**src/rtl/vend_pkg.sv**
```systemverilog
// Shared constants for the vending credit path: coin values, display codes, FSM states.
package vend_pkg;

  localparam int NUM_COINS = 4;

  // Coin values in cents, ascending; index 0 is the smallest coin.
  localparam int COIN_VAL [NUM_COINS] = '{5, 10, 25, 100};

  // Display code shown for each coin.
  localparam logic [9:0] COIN_SYM [NUM_COINS] = '{10'd16, 10'd13, 10'd17, 10'd18};

  typedef enum logic {
    IDLE     = 1'b0,
    DISPENSE = 1'b1
  } state_e;

endpackage

```
**src/rtl/change_picker.sv**
```systemverilog
// Greedy change selector: the largest coin whose value fits in the remaining credit.
module change_picker
  import vend_pkg::*;
#(
  parameter int N_COIN   = 4,
  parameter int CREDIT_W = 11
) (
  input  logic [CREDIT_W-1:0]       credit_i,
  output logic [$clog2(N_COIN)-1:0] coin_idx_o,
  output logic                      found_o
);

  localparam int IDX_W = $clog2(N_COIN);

  // Coin values ascend with index, so the last fitting coin is the largest.
  always_comb begin
    coin_idx_o = '0;
    found_o    = 1'b0;
    for (int k = 0; k < N_COIN; k++) begin
      if (credit_i >= CREDIT_W'(COIN_VAL[k])) begin
        coin_idx_o = IDX_W'(k);
        found_o    = 1'b1;
      end
    end
  end

endmodule

```
**src/rtl/credit_manager.sv**
```systemverilog
// Vending credit manager: coin entry, credit commit, purchase, and greedy change dispense.
module credit_manager
  import vend_pkg::*;
#(
  parameter int N_COIN     = 4,
  parameter int N_PROD     = 4,
  parameter int CREDIT_W   = 11,
  parameter int MAX_CREDIT = 999
) (
  input  logic                         clk,
  input  logic                         rst,
  input  logic                         money_mode,
  input  logic                         purchase_mode,
  input  logic                         coin_next,
  input  logic                         coin_prev,
  input  logic                         qty_valid,
  input  logic [3:0]                   qty,
  input  logic                         commit,
  input  logic                         buy_valid,
  input  logic [$clog2(N_PROD)-1:0]    buy_idx,
  input  logic [N_PROD*CREDIT_W-1:0]   price,
  input  logic [N_PROD-1:0]            stock_ok,
  input  logic                         refund,
  output logic [9:0]                   coin_sym,
  output logic [$clog2(N_COIN)-1:0]    coin_sel,
  output logic [CREDIT_W-1:0]          credit,
  output logic [CREDIT_W-1:0]          pending,
  output logic                         vend_valid,
  output logic                         buy_reject,
  output logic                         commit_reject,
  output logic [$clog2(N_PROD)-1:0]    vend_idx,
  output logic                         change_valid,
  output logic [$clog2(N_COIN)-1:0]    change_coin,
  output logic                         busy
);

  localparam int SEL_W = $clog2(N_COIN);
  localparam int IDX_W = $clog2(N_PROD);
  localparam logic [SEL_W-1:0]  SEL_ONE  = SEL_W'(1);
  localparam logic [SEL_W-1:0]  SEL_LAST = SEL_W'(N_COIN - 1);
  localparam logic [CREDIT_W:0] MAX_SUM  = (CREDIT_W + 1)'(MAX_CREDIT);

  state_e               state_q, state_d;
  logic [CREDIT_W-1:0]  credit_q, credit_d;
  logic [CREDIT_W-1:0]  pending_q, pending_d;
  logic [SEL_W-1:0]     coin_sel_q, coin_sel_d;
  logic [IDX_W-1:0]     vend_idx_q, vend_idx_d;
  logic [SEL_W-1:0]     change_coin_q, change_coin_d;
  logic                 vend_valid_q, vend_valid_d;
  logic                 buy_reject_q, buy_reject_d;
  logic                 commit_reject_q, commit_reject_d;
  logic                 change_valid_q, change_valid_d;

  logic [SEL_W-1:0]     pick_idx;
  logic                 pick_found;
  logic [CREDIT_W-1:0]  pick_val;
  logic [CREDIT_W-1:0]  price_sel;
  logic [CREDIT_W-1:0]  qty_amount;
  logic [CREDIT_W:0]    commit_sum;

  change_picker #(
    .N_COIN   (N_COIN),
    .CREDIT_W (CREDIT_W)
  ) u_picker (
    .credit_i   (credit_q),
    .coin_idx_o (pick_idx),
    .found_o    (pick_found)
  );

  assign pick_val   = CREDIT_W'(COIN_VAL[pick_idx]);
  assign price_sel  = price[buy_idx*CREDIT_W +: CREDIT_W];
  // qty * largest coin always fits CREDIT_W, so truncation never drops value bits.
  assign qty_amount = CREDIT_W'(int'(qty) * COIN_VAL[coin_sel_q]);
  assign commit_sum = {1'b0, credit_q} + {1'b0, pending_q};

  // Next-state and datapath decisions; IDLE events are taken in strict priority order.
  always_comb begin
    state_d         = state_q;
    credit_d        = credit_q;
    pending_d       = pending_q;
    coin_sel_d      = coin_sel_q;
    vend_idx_d      = vend_idx_q;
    change_coin_d   = change_coin_q;
    vend_valid_d    = 1'b0;
    buy_reject_d    = 1'b0;
    commit_reject_d = 1'b0;
    change_valid_d  = 1'b0;
    case (state_q)
      IDLE: begin
        if (refund) begin
          pending_d = '0;
          state_d   = DISPENSE;
        end else if (buy_valid && purchase_mode && !money_mode) begin
          if (stock_ok[buy_idx] && (credit_q >= price_sel)) begin
            vend_valid_d = 1'b1;
            vend_idx_d   = buy_idx;
            credit_d     = credit_q - price_sel;
            pending_d    = '0;
            state_d      = DISPENSE;
          end else begin
            buy_reject_d = 1'b1;
          end
        end else if (money_mode && commit) begin
          if (commit_sum <= MAX_SUM) begin
            credit_d = commit_sum[CREDIT_W-1:0];
          end else begin
            commit_reject_d = 1'b1;
          end
          pending_d = '0;
        end else if (money_mode && qty_valid) begin
          pending_d = qty_amount;
        end else if (money_mode && coin_next && !coin_prev) begin
          coin_sel_d = (coin_sel_q == SEL_LAST) ? '0 : coin_sel_q + SEL_ONE;
        end else if (money_mode && coin_prev && !coin_next) begin
          coin_sel_d = (coin_sel_q == '0) ? SEL_LAST : coin_sel_q - SEL_ONE;
        end
      end
      DISPENSE: begin
        // One coin per cycle; leave once the credit is below the smallest coin.
        if (pick_found) begin
          change_valid_d = 1'b1;
          change_coin_d  = pick_idx;
          credit_d       = credit_q - pick_val;
        end else begin
          state_d = IDLE;
        end
      end
      default: state_d = IDLE;
    endcase
  end

  // State and output registers; reset clears everything immediately.
  always_ff @(posedge clk or posedge rst) begin
    if (rst) begin
      state_q         <= IDLE;
      credit_q        <= '0;
      pending_q       <= '0;
      coin_sel_q      <= '0;
      vend_idx_q      <= '0;
      change_coin_q   <= '0;
      vend_valid_q    <= 1'b0;
      buy_reject_q    <= 1'b0;
      commit_reject_q <= 1'b0;
      change_valid_q  <= 1'b0;
    end else begin
      state_q         <= state_d;
      credit_q        <= credit_d;
      pending_q       <= pending_d;
      coin_sel_q      <= coin_sel_d;
      vend_idx_q      <= vend_idx_d;
      change_coin_q   <= change_coin_d;
      vend_valid_q    <= vend_valid_d;
      buy_reject_q    <= buy_reject_d;
      commit_reject_q <= commit_reject_d;
      change_valid_q  <= change_valid_d;
    end
  end

  assign coin_sym      = COIN_SYM[coin_sel_q];
  assign coin_sel      = coin_sel_q;
  assign credit        = credit_q;
  assign pending       = pending_q;
  assign vend_valid    = vend_valid_q;
  assign buy_reject    = buy_reject_q;
  assign commit_reject = commit_reject_q;
  assign vend_idx      = vend_idx_q;
  assign change_valid  = change_valid_q;
  assign change_coin   = change_coin_q;
  assign busy          = (state_q == DISPENSE);

endmodule

```
**config.mk**
```make
export PLATFORM = sky130hd
export DESIGN_NAME = credit_manager
export DESIGN_NICKNAME = d
export VERILOG_FILES = /design/src/rtl/vend_pkg.sv /design/src/rtl/change_picker.sv /design/src/rtl/credit_manager.sv
export SDC_FILE = /design/constraint.sdc
export NUM_CORES = 1
export LEC_CHECK = 0
export CAP_MARGIN = 20
export CORE_MARGIN = 2
export CORE_UTILIZATION = 46
export DETAILED_ROUTE_END_ITERATION = 6
export PLACE_DENSITY = 0.82
export RECOVER_POWER = 100
export REMOVE_ABC_BUFFERS = 1
export SYNTH_ARGS = -nofsm -noshare
export SYNTH_HDL_FRONTEND = slang
export SYNTH_HIERARCHICAL = 1
export SYNTH_SLANG_ARGS = --single-unit
```
**constraint.sdc**
```tcl
create_clock -name clk -period 3.8 [get_ports clk]
set_input_delay 0.76 -clock clk [delete_from_list [all_inputs] [get_ports clk]]
set_output_delay 0.76 -clock clk [all_outputs]
set_load 0.01 [all_outputs]
```
# Word-level counts from Yosys, hierarchy flattened

Cells that the tools add are included.

Multiply operators: 2
$lt $le $gt $ge: 9
Add/sub/neg operators: 5
Shifts and indexed selects: 1
Muxes and demuxes: 51
Reduce and logical (&&, ||, !) cells: 20
Bitwise logic cells: 7
Equality and inequality tests: 7

Operator list:

| cell                                                                                 | count |
|---|---|
| 11-bit 2-to-1 mux                                                                    | 13 |
| 32-bit binary-select mux with 2-bit select                                           | 2 |
| 32-bit 2-to-1 mux                                                                    | 2 |
| 44-bit by 7-bit indexed part select with 11-bit output                               | 1 |
| 5-bit by 32-bit multiplier with 11-bit output                                        | 1 |
| 1-bit 2-to-1 mux                                                                     | 22 |
| 11-bit case mux with 2 select lines                                                  | 1 |
| 11-bit subtractor                                                                    | 2 |
| 10-bit binary-select mux with 2-bit select                                           | 1 |
| 10-bit 2-to-1 mux                                                                    | 2 |
| 11-bit by 11-bit adder with 12-bit output                                            | 1 |
| 12-bit by 10-bit <= comparator with 1-bit output, second input constant              | 1 |
| 2-bit 2-to-1 mux                                                                     | 6 |
| 11-bit greater-or-equal comparator                                                   | 1 |
| 11-bit by 3-bit greater-or-equal comparator with 1-bit output, second input constant | 1 |
| 11-bit by 4-bit greater-or-equal comparator with 1-bit output, second input constant | 1 |
| 11-bit by 5-bit greater-or-equal comparator with 1-bit output, second input constant | 1 |
| 11-bit by 7-bit greater-or-equal comparator with 1-bit output, second input constant | 1 |
| 1-bit logical AND                                                                    | 9 |
| 3-bit inequality test, second input constant                                         | 3 |
| 3-bit greater-or-equal comparator, second input constant                             | 2 |
| 2-bit by 4-bit multiplier with 6-bit output, second input constant                   | 1 |
| 2-bit NOT with 3-bit output                                                          | 2 |
| 6-bit AND reduction                                                                  | 1 |
| other kinds (18)                                                                     | 24 |

Register bits: 33
Logic and storage cells: 112
Bits of input ports: 64

# Logic depth before layout (Yosys ltp)

Gate-level depths: netlist (run 1).

Depth in word-level cells: 11
Gate-level depth with buffers: 17
Mapped depth without buffers: 17

# By module

The synthesis (run 1) kept the hierarchy.

By module, submodules not included:

| module         | instances | cells each | area an instance (µm²) |
|---|---|---|---|
| credit_manager | 1         | 484        | 4,247.8 |
| change_picker  | 1         | 11         | 82.6 |

# Worst setup path after synthesis (run 1)

No wires, ideal clock.

Kind: reg2reg
Start point: reg coin_sel_q[0] (netlist: coin_sel[0])
End point: reg pending_q[10] (netlist: pending[10])
Setup time: 129 ps
Data arrival time: 3,863 ps
Clock period less this slack: 3,992 ps
Setup slack: -192 ps
Stages on the path, launching flop included: 18
Cell sequence: dfrtp_1 inv_1 ha_1 clkbuf_1 nor2b_1 ha_1 inv_1 fa_1 fa_1 inv_1 ha_1 a21oi_1 o21bai_1 a21o_1 a21o_1 a31oi_1 xor2_1 o21ai_0

Word-level cells in the longest chain between the ends: 9

RTL lines:

| item                                                 | line                  | RTL |
|---|---|---|
| start: declaration                                   | credit_manager.sv:46  | `logic [SEL_W-1:0] coin_sel_q, coin_sel_d;` |
| start signal: assignment                             | credit_manager.sv:149 | `coin_sel_q <= coin_sel_d;` |
| 2-bit NOT with 3-bit output (implied by the code)    | credit_manager.sv:73  | `assign qty_amount = CREDIT_W'(int'(qty) * COIN_VAL[coin_sel_q]);` |
| 32-bit binary-select mux with 2-bit select           | credit_manager.sv:73  |  |
| 32-bit 2-to-1 mux (implied by the code) (2 in a row) | credit_manager.sv:73  |  |
| 5-bit by 32-bit multiplier with 11-bit output        | credit_manager.sv:73  |  |
| 11-bit 2-to-1 mux                                    | credit_manager.sv:110 | `end else if (money_mode && qty_valid) begin` |
| 11-bit 2-to-1 mux                                    | credit_manager.sv:103 | `end else if (money_mode && commit) begin` |
| 11-bit 2-to-1 mux                                    | credit_manager.sv:93  | `end else if (buy_valid && purchase_mode && !money_mode) begin` |
| 11-bit 2-to-1 mux                                    | credit_manager.sv:90  | `if (refund) begin` |
| end signal: assignment                               | credit_manager.sv:148 | `pending_q <= pending_d;` |
| end: declaration                                     | credit_manager.sv:45  | `logic [CREDIT_W-1:0] pending_q, pending_d;` |

Every way passes these cells. The select of a mux whose other input is x is not followed.
A chain may end at the register's enable or synchronous reset.

# Final worst setup path (run 1)

Start point: reg credit_q[0] (netlist: credit[0])
End point: reg credit_q[10] (netlist: credit[10])

Word-level cells in the longest chain between the ends: 11
Elaborated cells between the ends (all ways): 32
Classes of those cells: 3 x add/sub; 6 x order compare; 3 x eq/ne; 17 x mux; 1 x bitwise; 2 x reduce/logical

RTL lines:

| item                                                          | line                  | RTL |
|---|---|---|
| start: declaration                                            | credit_manager.sv:44  | `logic [CREDIT_W-1:0] credit_q, credit_d;` |
| start signal: assignment                                      | credit_manager.sv:147 | `credit_q <= credit_d;` |
| 11-bit by 4-bit greater-or-equal comparator with 1-bit output | change_picker.sv:20   | `if (credit_i >= CREDIT_W'(COIN_VAL[k])) begin` |
| 1-bit 2-to-1 mux                                              | change_picker.sv:20   |  |
| 2-bit 2-to-1 mux                                              | change_picker.sv:20   |  |
| 2-bit 2-to-1 mux *                                            | change_picker.sv:20   |  |
| named net pick_idx[0]                                         | credit_manager.sv:54  | `logic [SEL_W-1:0] pick_idx;` |
| 2-bit NOT with 3-bit output (implied by the code) *           | credit_manager.sv:70  | `assign pick_val = CREDIT_W'(COIN_VAL[pick_idx]);` |
| 32-bit binary-select mux with 2-bit select *                  | credit_manager.sv:70  |  |
| 11-bit 2-to-1 mux (implied by the code) * (2 in a row)        | credit_manager.sv:70  |  |
| 11-bit subtractor *                                           | credit_manager.sv:123 | `credit_d = credit_q - pick_val;` |
| 11-bit 2-to-1 mux *                                           | credit_manager.sv:120 | `if (pick_found) begin` |
| 11-bit case mux with 2 select lines *                         | credit_manager.sv:88  | `case (state_q)` |

The timed path passes the listed nets; every way through them passes the cells marked *. The select of a mux whose other input is x is not followed.

==> results.txt, run 1 <==
Max Cap Viol: 1
VDD IR-drop max: 0.000370 V
Slowest stage cell, crit path: dfrtp_1
Syn Inst Count: 495
DRT Wirelength: 12800 um
First-pass GRT wire length: 20100 um
Core Footprint: 0.00920 sq mm
I/O pins: 107
Design area: 0.00629 sq mm
Lkg Pwr: 3.05 nW
Nets: 813
GRT Residual Overflow: 0
Antenna-violating nets left: 0
Placed Instances: 774
Via count: 4484
Critical path capture point type: register
Num rows: 35
Cell with the most instances after synthesis: ha_1
Util after Layout: 68.4%
Top cell type's share of synthesized area: 19.1%
Setup ws final: 50.5 ps
Port bufs: 101
Root buf cell: clkbuf_8
Area grow syn2layout: 45.3%
Worst-margin pin slew: 1800 ps
Clk buf depth: 2
CTS H-tree depth: 2
Worst Path Buf+Inv: 1
Final Instance Count excl. Fillers: 790
Fin. max-slew vios: 34
Worst R2R Path Depth: 16
Period utilization: 98.7%
Fin crit period: 3750 ps
P_sw: 1.98 mW
Unique masters post-synth: 66
Status: finished, violations left
DRC errors left: 0
Yosys warnings: 6
GRT Overall Usage: 24.4%
Number of clock sinks: 33
# fillers: 691
Largest area contributor in the netlist: dfrtp_1
Crit start category: register
Worst setup path class: reg -> reg
Seq/Total Area, Yosys: 19.1%
Power Dens Cells: 696 mW/mm^2
Initial drt markers: 196
Clock Power Share: 6.8%
Number of vias per cell: 5.68
Register-to-register setup slack: 50 ps
Final setup viols: 0
Initial antenna violation count: 0
Pint: 2.40 mW
Dpl hpwl: 10400 um
Gpl congestion: 0.968
Cell Area, Synth: 0.00433 sq mm
Pre-CTS WS: -562 ps
Hold Crit Class: reg -> reg
Die area: 0.0102 sq mm
Fraction of layout cells with a size suffix above 1: 21.5%
Reg clk slew, reported paths: 70 ps
Max incr delay on CP: 400 ps
Die Span Y: 101 um
Main area contributors after synthesis: dfrtp_1 (19%), ha_1 (17%), mux4_2 (5.7%)
Starting Density: 47.1%
RSZ-0062 raised after global routing: yes
Critical path cell sequence: o311ai_2, o21ai_1, o311ai_2, inv_1, ha_2, or2_2, ha_1, fa_1, nand2b_4, a21boi_2, o21ai_0, nand2b_1, a31oi_2, a41oi_2, o21ai_0, o22a_1
Later-pin clock latency in the skew report: 290 ps
Synth Register Bits: 33
Failing checks: max-capacitance violations, max-slew violations
Largest net degree at the start of global routing: 34
Vias in the first global route: 4524
Post-place instance area: 0.00603 sq mm
Critical path's top delay family: compound AO/OA/AOI/OAI gates
Number of synthesized flops with an enable pin: 0
First-pass iteration count of the detailed router: 5
Die width: 101 um
Top_reg_cell synth: dfrtp_1
Asr flop ratio synth: 100%
Worst Path Arrival: 3930 ps
Clock skew after layout: 5.26 ps
Avg Inst Size Synth: 8.75 sq um
Hold Path Depth: 2
FMAX: 267 MHz
Hold_buf cts: 0
Most frequent cells after synthesis: ha_1 (59), inv_1 (56), nand2_1 (38), o21ai_0 (36), dfrtp_1 (33)
Sw Ratio: 45.2%
Wire length per cell: 16.3 um
TritonCTS clock tree: built
Flop pwr share: 12.8%
Hold Violations, Final: 0
Antenna fix cells: 0
WP data required: 3980 ps
Crit Path Max Fanout: 4
Relative slew margins: -20.1%
Worst path depth: 16
Combinational share of power: 80.4%
Num CTS Buffers: 5
Setup TNS: 0 ps
worst min-delay path: stages (launching register included):
cell and delay, ps:
dfrtp_1 340, nand2_1 40, o21ai_0 60
path summary, 6_finish.rpt:
kind,endpoint,startpoint
max,credit[10],credit[0]
min,change_coin[1],change_coin[1]
max reg2reg,credit[10],credit[0]
min reg2reg,change_coin[1],change_coin[1]
max in group asynchronous,credit[7],rst
min in group asynchronous,change_coin[0],rst
cells by family after synthesis:
kind of cell / after synthesis / synth area share [%]
simple gates: 130 / 15.3
flops: 33 / 19.1
xor+xnor: 27 / 5.46
mux: 30 / 10.4
fa+ha+maj: 71 / 22.6
other cells: 1 / 0.0866
buf+inv: 72 / 6.79
compound gates: 131 / 20.3
layout make-up:
cell class / count / area, sq um / area share [%]
clock buffer: 7 / 96.3 / 1.53
clock inverter: 1 / 5.00 / 0.0795
inverter: 56 / 210 / 3.34
multi-input combinational: 394 / 3330 / 53.0
sequential: 33 / 826 / 13.1
tap: 111 / 139 / 2.21
timing repair buffer: 188 / 1680 / 26.7
registers in the layout, indices dropped and copies added, names as in the netlist:
register,cells
credit,11
pending,11
change_coin,2
coin_sel,2
vend_idx,2
busy,1
buy_reject,1
change_valid,1
commit_reject,1
vend_valid,1
what timing repair did:
item / in CTS / in global routing
pin swaps: 10 / 7
setup buffers: 6 / 2
setup endpoints to repair: 12 / 10
gates resized for setup: 10 / 17
layer usage:
| metal | up-vias | share of wire (%) | GRT usage (%) |
|---|---|---|---|
| met5 | - | 0 | 0 |
| met2 | 230 | 51 | 47.1 |
| met1 | 2100 | 38 | 26.5 |
| met4 | 0 | 2.9 | 9.36 |
| met3 | 38 | 8.2 | 3.74 |
| li1 | 2116 | - | - |
per-stage QoR:
| step | total power [mW] | hold slack [ps] |
|---|---|---|
| floorplan | 2.52 | 516 |
| global placement | 3.69 | 465 |
| detailed placement | 3.84 | 469 |
| CTS | 4.25 | 485 |
| global route | 4.73 | 505 |
| finish | 4.38 | 477 |
cell usage in the layout (no fill, tap or decap), types with 4 or more instances in the layout:
| cell | instances |
|---|---|
| buf_4 | 84 |
| clkdlybuf4s50_1 | 70 |
| inv_1 | 54 |
| ha_1 | 54 |
| nand2_1 | 38 |
| o21ai_0 | 34 |
| dfrtp_1 | 33 |
| a21oi_1 | 29 |
| dlygate4sd3_1 | 28 |
| nor2_1 | 24 |
| xnor2_1 | 17 |
| mux2i_1 | 12 |
| and2_1 | 12 |
| mux4_2 | 11 |
| fa_1 | 11 |
| a21o_1 | 10 |
| xor2_1 | 10 |
| nor2b_1 | 10 |
| nand2b_1 | 8 |
| nand3_1 | 8 |
| clkbuf_8 | 7 |
| a211oi_1 | 6 |
| mux2_2 | 6 |
| or2_2 | 6 |
| o21ai_1 | 5 |
| o21a_1 | 5 |
| conb_1 | 5 |
| a31oi_1 | 4 |
| nor3_1 | 4 |
power by group through the flow:
| stage | registers, mW | logic (mW) | clock network, mW |
|---|---|---|---|
| 2_1_floorplan | 0.659 | 1.86 | 0 |
| 3_3_place_gp | 0.554 | 3.13 | 0 |
| 3_5_place_dp | 0.557 | 3.29 | 0 |
| 4_1_cts | 0.550 | 3.40 | 0.299 |
| 5_1_grt | 0.571 | 3.84 | 0.319 |
| 6_report | 0.560 | 3.52 | 0.299 |
Power figures use the tool's default switching activity.
==> run 2: changes to the inputs <==
--- a/config.mk
+++ b/config.mk
@@ -7,9 +7,9 @@
 export LEC_CHECK = 0
 export CAP_MARGIN = 20
 export CORE_MARGIN = 2
-export CORE_UTILIZATION = 46
+export CORE_UTILIZATION = 45
 export DETAILED_ROUTE_END_ITERATION = 6
-export PLACE_DENSITY = 0.82
+export PLACE_DENSITY = 0.81
 export RECOVER_POWER = 100
 export REMOVE_ABC_BUFFERS = 1
 export SYNTH_ARGS = -nofsm -noshare
==> run 2 against run 1 <==
- the flow still finishes with violations (max-capacitance violations, max-slew violations)
- clock skew is 2.1 ps higher
- via count shrank 3.1%
- core utilization down 1.0 points
- cell count increased by 1.1%
- largest power group unchanged
- wire length down 1.4%
- sequential share of layout area rose by 0.076 points
- die area up 2.1%
- maximum frequency is 1.3% higher
- clock power fell by 8.4%
- global-route usage shrank 0.63 points
- setup slack improved by 47 ps
- critical path depth up 1
==> results.txt, run 2 (same netlist as run 1, synthesis figures left out) <==
Status: finished, violations left
Failing checks: max-capacitance violations, max-slew violations
Gpl congestion: 0.989 (+2.2%)
TritonCTS clock tree: built
Initial antenna violation count: 0 (unchanged)
Dpl hpwl: 10400 um (+0.53%)
Hold_buf cts: 0 (unchanged)
Combinational share of power: 80.6% (+0.2 points)
Area grow syn2layout: 44.5%
Sw Ratio: 45.6% (+0.46 points)
Clk buf depth: 2 (unchanged)
Root buf cell: clkbuf_8
Later-pin clock latency in the skew report: 290 ps (about the same)
Util after Layout: 67.4% (-1.0 points)
Crit Path Max Fanout: 3 (-1)
Slowest stage cell, crit path: dfrtp_1
Reg clk slew, reported paths: 70 ps (about the same)
Relative slew margins: -21.9% (-1.8 points)
Power Dens Cells: 685 mW/mm^2 (-1.6%)
Die Span Y: 102 um (+1.1%)
Core Footprint: 0.00928 sq mm (+0.95%)
Wire length per cell: 15.9 um (-2.5%)
Crit start category: register
Worst-margin pin slew: 1830 ps (+27.2 ps)
Largest net degree at the start of global routing: 34 (unchanged)
Commonest cells after routing, fill and taps aside: buf_4 (72), clkdlybuf4s50_1 (59), inv_1 (54)
Vias in the first global route: 4426 (-2.2%)
Via count: 4345 (-3.1%)
Flop pwr share: 13.0% (+0.2 points)
Critical path capture point type: register
Met2 usage: 45.6% (-1.5 points)
Fraction of layout cells with a size suffix above 1: 21.2% (-0.31 points)
DRC errors left: 0 (unchanged)
First-pass iteration count of the detailed router: 4 (-1)
VDD IR-drop max: 0.000349 V (-5.8%)
Fin. max-slew vios: 34 (unchanged)
Hold Crit Class: reg -> reg
Die area: 0.0104 sq mm (+2.1%)
Critical path cell sequence: o311ai_2, o21ai_1, o311ai_2, inv_1, ha_2, or2_2, ha_2, fa_2, nand2b_4, a21boi_2, o21ai_0, nand2b_1, buf_4, a21oi_1, xnor2_1, a221oi_2, a21oi_1
GRT Residual Overflow: 0 (unchanged)
Commonest non-fill, non-tap cell in the layout: buf_4
Lkg Pwr: 2.97 nW (-2.5%)
Num rows: 35 (unchanged)
Initial drt markers: 165 (-16%)
Hold Violations, Final: 0 (unchanged)
Worst Path Arrival: 3880 ps (-50 ps)
Number of clock sinks: 33 (unchanged)
GRT Overall Usage: 23.8% (-0.63 points)
CTS H-tree depth: 2 (unchanged)
Antenna-violating nets left: 0 (unchanged)
Critical path's top delay family: compound AO/OA/AOI/OAI gates
Num CTS Buffers: 5 (unchanged)
Clock Power Share: 6.4% (-0.4 points)
WP data required: 3970 ps (about the same)
Met3 Track Usage GR: 3.28% (-0.46 points)
FMAX: 270 MHz (+1.3%)
Fin crit period: 3700 ps (-47.3 ps)
# fillers: 715 (+3.5%)
Max incr delay on CP: 400 ps (about the same)
P_sw: 1.96 mW (-1.2%)
DRT Wirelength: 12700 um (-1.4%)
Number of vias per cell: 5.44 (-4.2%)
Nets: 805 (-0.98%)
Max Cap Viol: 1 (unchanged)
Antenna fix cells: 0 (unchanged)
Port bufs: 101 (unchanged)
GR Util met1: 26.2% (-0.26 points)
Hold slack: 490 ps (+13.0 ps)
Worst setup path class: reg -> reg
Clock skew after layout: 7.32 ps (+2.06 ps)
I/O pins: 107 (unchanged)
Starting Density: 46.6% (-0.44 points)
Die width: 102 um (+1.1%)
First-pass GRT wire length: 19800 um (-1.7%)
Final setup viols: 0 (unchanged)
Pint: 2.33 mW (-3.0%)
Grt peak-use layer: met2
Period utilization: 97.4% (-1.2 points)
Worst Path Buf+Inv: 2 (+1)
-- run 2: cell types whose count changed in the layout (fill, tap and decap cells not counted), moves of 2 or more --
cell	before	now
ha_2	2	4
o21ai_1	5	7
ha_1	54	52
o21ai_0	34	32
dlygate4sd3_1	28	40
clkdlybuf4s50_1	70	59
a31oi_1	4	2
clkbuf_1	1	5
buf_4	84	72
-- run 2: through the flow --
| stage | TNS (ps) | setup WS, ps | area, sq um | power (mW) | cells |
|---|---|---|---|---|---|
| finish | 0 | 97.8 | 6260 | 4.29 | 799 |
| CTS | -40.8 | -40.8 | 6150 | 4.18 | 798 |
| detailed placement | -6520 | -497 | 6000 | 3.81 | 787 |
| global route | -18.4 | -12.9 | 6260 | 4.63 | 799 |
| floorplan | -98.3 | -98.3 | 4260 | 2.52 | 483 |
| global placement | -4100 | -377 | 6000 | 3.68 | 787 |
-- run 2: what timing repair did --
item	in CTS	in global routing
buffers inserted	4	1
resized for setup	11	27
pin swaps	5	17
setup endpoints to repair	8	24
-- run 2: area by class of cell --
cell class | instances | area [sq um] | area share (%)
multi-input cells | 394 | 3380 | 54.0
repair buffers | 180 | 1600 | 25.5
flip-flops and latches | 33 | 826 | 13.2
inverters | 56 | 210 | 3.36
well taps | 129 | 161 | 2.58
clock buffers | 7 | 86.3 | 1.38
-- run 2: worst reg2reg max path: cells and delay by family (launching register included) --
family,cells,cell delay (ps)
buffers and inverters,2,270
DFF,1,400
and+or+nand+nor,3,600
AOI/OAI and AO/OA,8,1430
xor gates and xnor gates,1,150
adders and majority gates,3,740
-- run 2: path summary, 6_finish.rpt --
kind / endpoint / startpoint / slack, ps / cells past startpoint
setup / recovery: credit[6] / credit[0] / 100 / 17
hold / removal: change_coin[0] / change_coin[0] / 490 / 2
setup reg to reg: credit[6] / credit[0] / 100 / 17
hold reg to reg: change_coin[0] / change_coin[0] / 490 / 2
max in group asynchronous: pending[4] / rst / 1190 / 3
min in group asynchronous: pending[5] / rst / 1560 / 3
-- run 2: power groups by stage --
stage,clock (mW),combinational (mW),sequential [mW]
finish,0.274,3.46,0.556
global route,0.292,3.77,0.565
CTS,0.277,3.35,0.552
detailed placement,0,3.25,0.559
global placement,0,3.13,0.552
floorplan,0,1.86,0.659
-- run 2: metal layers --
layer  vias up  share of wire [%]
li1       2104                  -
met1      2049                 39
met2       160                 51
met3        32                6.9
met4         0                3.0
met5         -                  0
==> run 3: changes to the inputs <==
--- a/config.mk
+++ b/config.mk
@@ -9,7 +9,8 @@
 export CORE_MARGIN = 2
 export CORE_UTILIZATION = 45
 export DETAILED_ROUTE_END_ITERATION = 6
-export PLACE_DENSITY = 0.81
+export DONT_BUFFER_PORTS = 1
+export PLACE_DENSITY = 0.66
 export RECOVER_POWER = 100
 export REMOVE_ABC_BUFFERS = 1
 export SYNTH_ARGS = -nofsm -noshare
==> run 3 against run 2 <==
- the flow still finishes with violations (max-capacitance violations, max-slew violations)
- setup slack improved by 27 ps
- first-iteration DRC count down 29%
- critical path type unchanged
- largest power group unchanged
- maximum frequency is 0.74% higher
==> results.txt, run 3 (same netlist as run 1, synthesis figures left out) <==
Later-pin clock latency in the skew report: 290 ps (about the same)
Setup TNS: 0 ps (unchanged)
Sw Ratio: 49.9% (+4.2 points)
Fin. max-slew vios: 34 (unchanged)
Initial drt markers: 117 (-29%)
Worst setup path class: reg -> reg
I/O pins: 107 (unchanged)
Antenna-violating nets left: 0 (unchanged)
First-pass GRT wire length: 17000 um (-14%)
Nets: 655 (-19%)
WP data required: 3980 ps (about the same)
Crit Path Max Fanout: 4 (+1)
Worst Path Arrival: 3850 ps (-30 ps)
Reg clk slew, reported paths: 80 ps (about the same)
Fin crit period: 3680 ps (-27.1 ps)
Pint: 1.82 mW (-22%)
Status: finished, violations left
Combinational share of power: 75.8% (-4.8 points)
First-pass iteration count of the detailed router: 4 (unchanged)
Num CTS Buffers: 5 (unchanged)
Num rows: 35 (unchanged)
Die area: 0.0104 sq mm (unchanged)
DRC errors left: 0 (unchanged)
Final Instance Count excl. Fillers: 650 (-19%)
P_sw: 1.80 mW (-7.7%)
FMAX: 272 MHz (+0.74%)
Failing checks: max-capacitance violations, max-slew violations
Flop pwr share: 15.7% (+2.7 points)
Hold Violations, Final: 0 (unchanged)
Initial antenna violation count: 0 (unchanged)
Util after Layout: 51.7% (-16 points)
Critical path cell sequence: o311ai_2, o21ai_1, o311ai_1, inv_1, ha_2, or2_2, ha_2, fa_2, nand2b_4, a21boi_2, o21ai_0, nand2b_1, a31oi_4, a41oi_2, o21ai_1, o22a_1
Critical path's top delay family: compound AO/OA/AOI/OAI gates
Starting Density: 46.6% (unchanged)
Clock skew after layout: 4.10 ps (-3.22 ps)
Root buf cell: clkbuf_8
Via count: 3692 (-15%)
Hold Crit Class: in -> reg
Hold slack: 533 ps (+43.2 ps)
Area grow syn2layout: 10.8%
Placed Instances: 641 (-19%)
Antenna fix cells: 0 (unchanged)
TritonCTS clock tree: built
Critical path capture point type: register
Final setup viols: 0 (unchanged)
Number of clock sinks: 33 (unchanged)
Clk buf depth: 2 (unchanged)
Period utilization: 96.7% (-0.71 points)
GRT Residual Overflow: 0 (unchanged)
Wire length per cell: 16.7 um (+5.3%)
Clock Power Share: 8.5% (+2.1 points)
Fraction of layout cells with a size suffix above 1: 14.4% (-6.8 points)
Max Cap Viol: 1 (unchanged)
Lkg Pwr: 2.25 nW (-24%)
Relative slew margins: -22.7% (-0.80 points)
Crit start category: register
Vias in the first global route: 3591 (-19%)
Number of vias per cell: 5.68 (+4.4%)
Core Footprint: 0.00928 sq mm (unchanged)
Gpl congestion: 0.907 (-8.2%)
DRT Wirelength: 10900 um (-14%)
Worst-margin pin slew: 1840 ps (+12.0 ps)
Slowest stage cell, crit path: dfrtp_1
Largest net degree at the start of global routing: 34 (unchanged)
Commonest cells after routing, fill and taps aside: inv_1 (53), ha_1 (53), nand2_1 (38)
GRT Overall Usage: 20.6% (-3.2 points)
RSZ-0062 raised after global routing: yes
Die Span Y: 102 um (unchanged)
Die width: 102 um (unchanged)
Power Dens Cells: 755 mW/mm^2 (+10%)
Port bufs: 0 (-100%)
Dpl hpwl: 8830 um (-15%)
VDD IR-drop max: 0.000337 V (-3.4%)
Max incr delay on CP: 400 ps (about the same)
Worst Path Buf+Inv: 1 (-1)
CTS H-tree depth: 2 (unchanged)
-- run 3: cell types whose count changed in the layout (fill, tap and decap cells not counted), sizes merged --
cell           before  now
dlygate4sd3        40    0
clkbuf             13   21
buf                73   16
clkinv              0    1
clkdlybuf4s50      59    0
dlygate4sd2         2    0
-- run 3: what timing repair did --
action,4_1_cts,5_1_grt
pin swaps,0,7
gates resized for setup,4,24
setup buffers,0,1
hold buffers,0,0
endpoints found under the setup margin,2,9
-- run 3: power groups by stage --
stage	logic (mW)	clock network (mW)	registers [mW]
finish	2.74	0.308	0.568
floorplan	1.86	0	0.659
detailed placement	2.63	0	0.578
global route	3.07	0.330	0.585
CTS	2.68	0.310	0.571
global placement	2.55	0	0.574
-- run 3: per-layer routing --
layer  vias to the layer above  track usage [%]  routed length (um)
met4                         0             6.46                 199
met3                        15             3.69                 743
met2                       146             38.3                5390
met1                      1738             23.8                4520
li1                       1793                -                   -
met5                         -                0                   0
-- run 3: area by class of cell --
class	count	area, sq um
Timing Repair Buffer	30	173
Inverter	56	210
Tap cell	129	161
Multi-Input combinational cell	394	3330
Fill cell	875	4490
Clock buffer	7	96.3
Sequential cell	33	826
Clock inverter	1	5.00
-- run 3: path summary, 6_finish.rpt --
path,slack [ps],cells after the start,start,end
worst min-delay path,530,1,refund,buy_reject
worst min register to register,560,2,change_coin[1],change_coin[1]
max in group asynchronous,1720,2,rst,pending[3]
min in group asynchronous,1010,2,rst,change_coin[0]
worst max register to register,120,16,credit[2],credit[10]
worst max-delay path,120,16,credit[2],credit[10]
-- run 3: worst reg2reg max path: stages, from the launching register on --
cell and delay (ps):
dfrtp_1 400, o311ai_2 330, o21ai_1 120, o311ai_1 350, inv_1 140, ha_2 210
or2_2 290, ha_2 190, fa_2 350, nand2b_4 160, a21boi_2 150, o21ai_0 90
nand2b_1 160, a31oi_4 130, a41oi_2 210, o21ai_1 90, o22a_1 210
-- run 3: through the flow --
step	area (sq um)	setup WS [ps]	total power [mW]
floorplan	4260	-98.3	2.52
global placement	4640	51.9	3.13
detailed placement	4640	-38.4	3.21
CTS	4760	1.12	3.56
global route	4800	-63.1	3.98
finish	4800	125	3.62
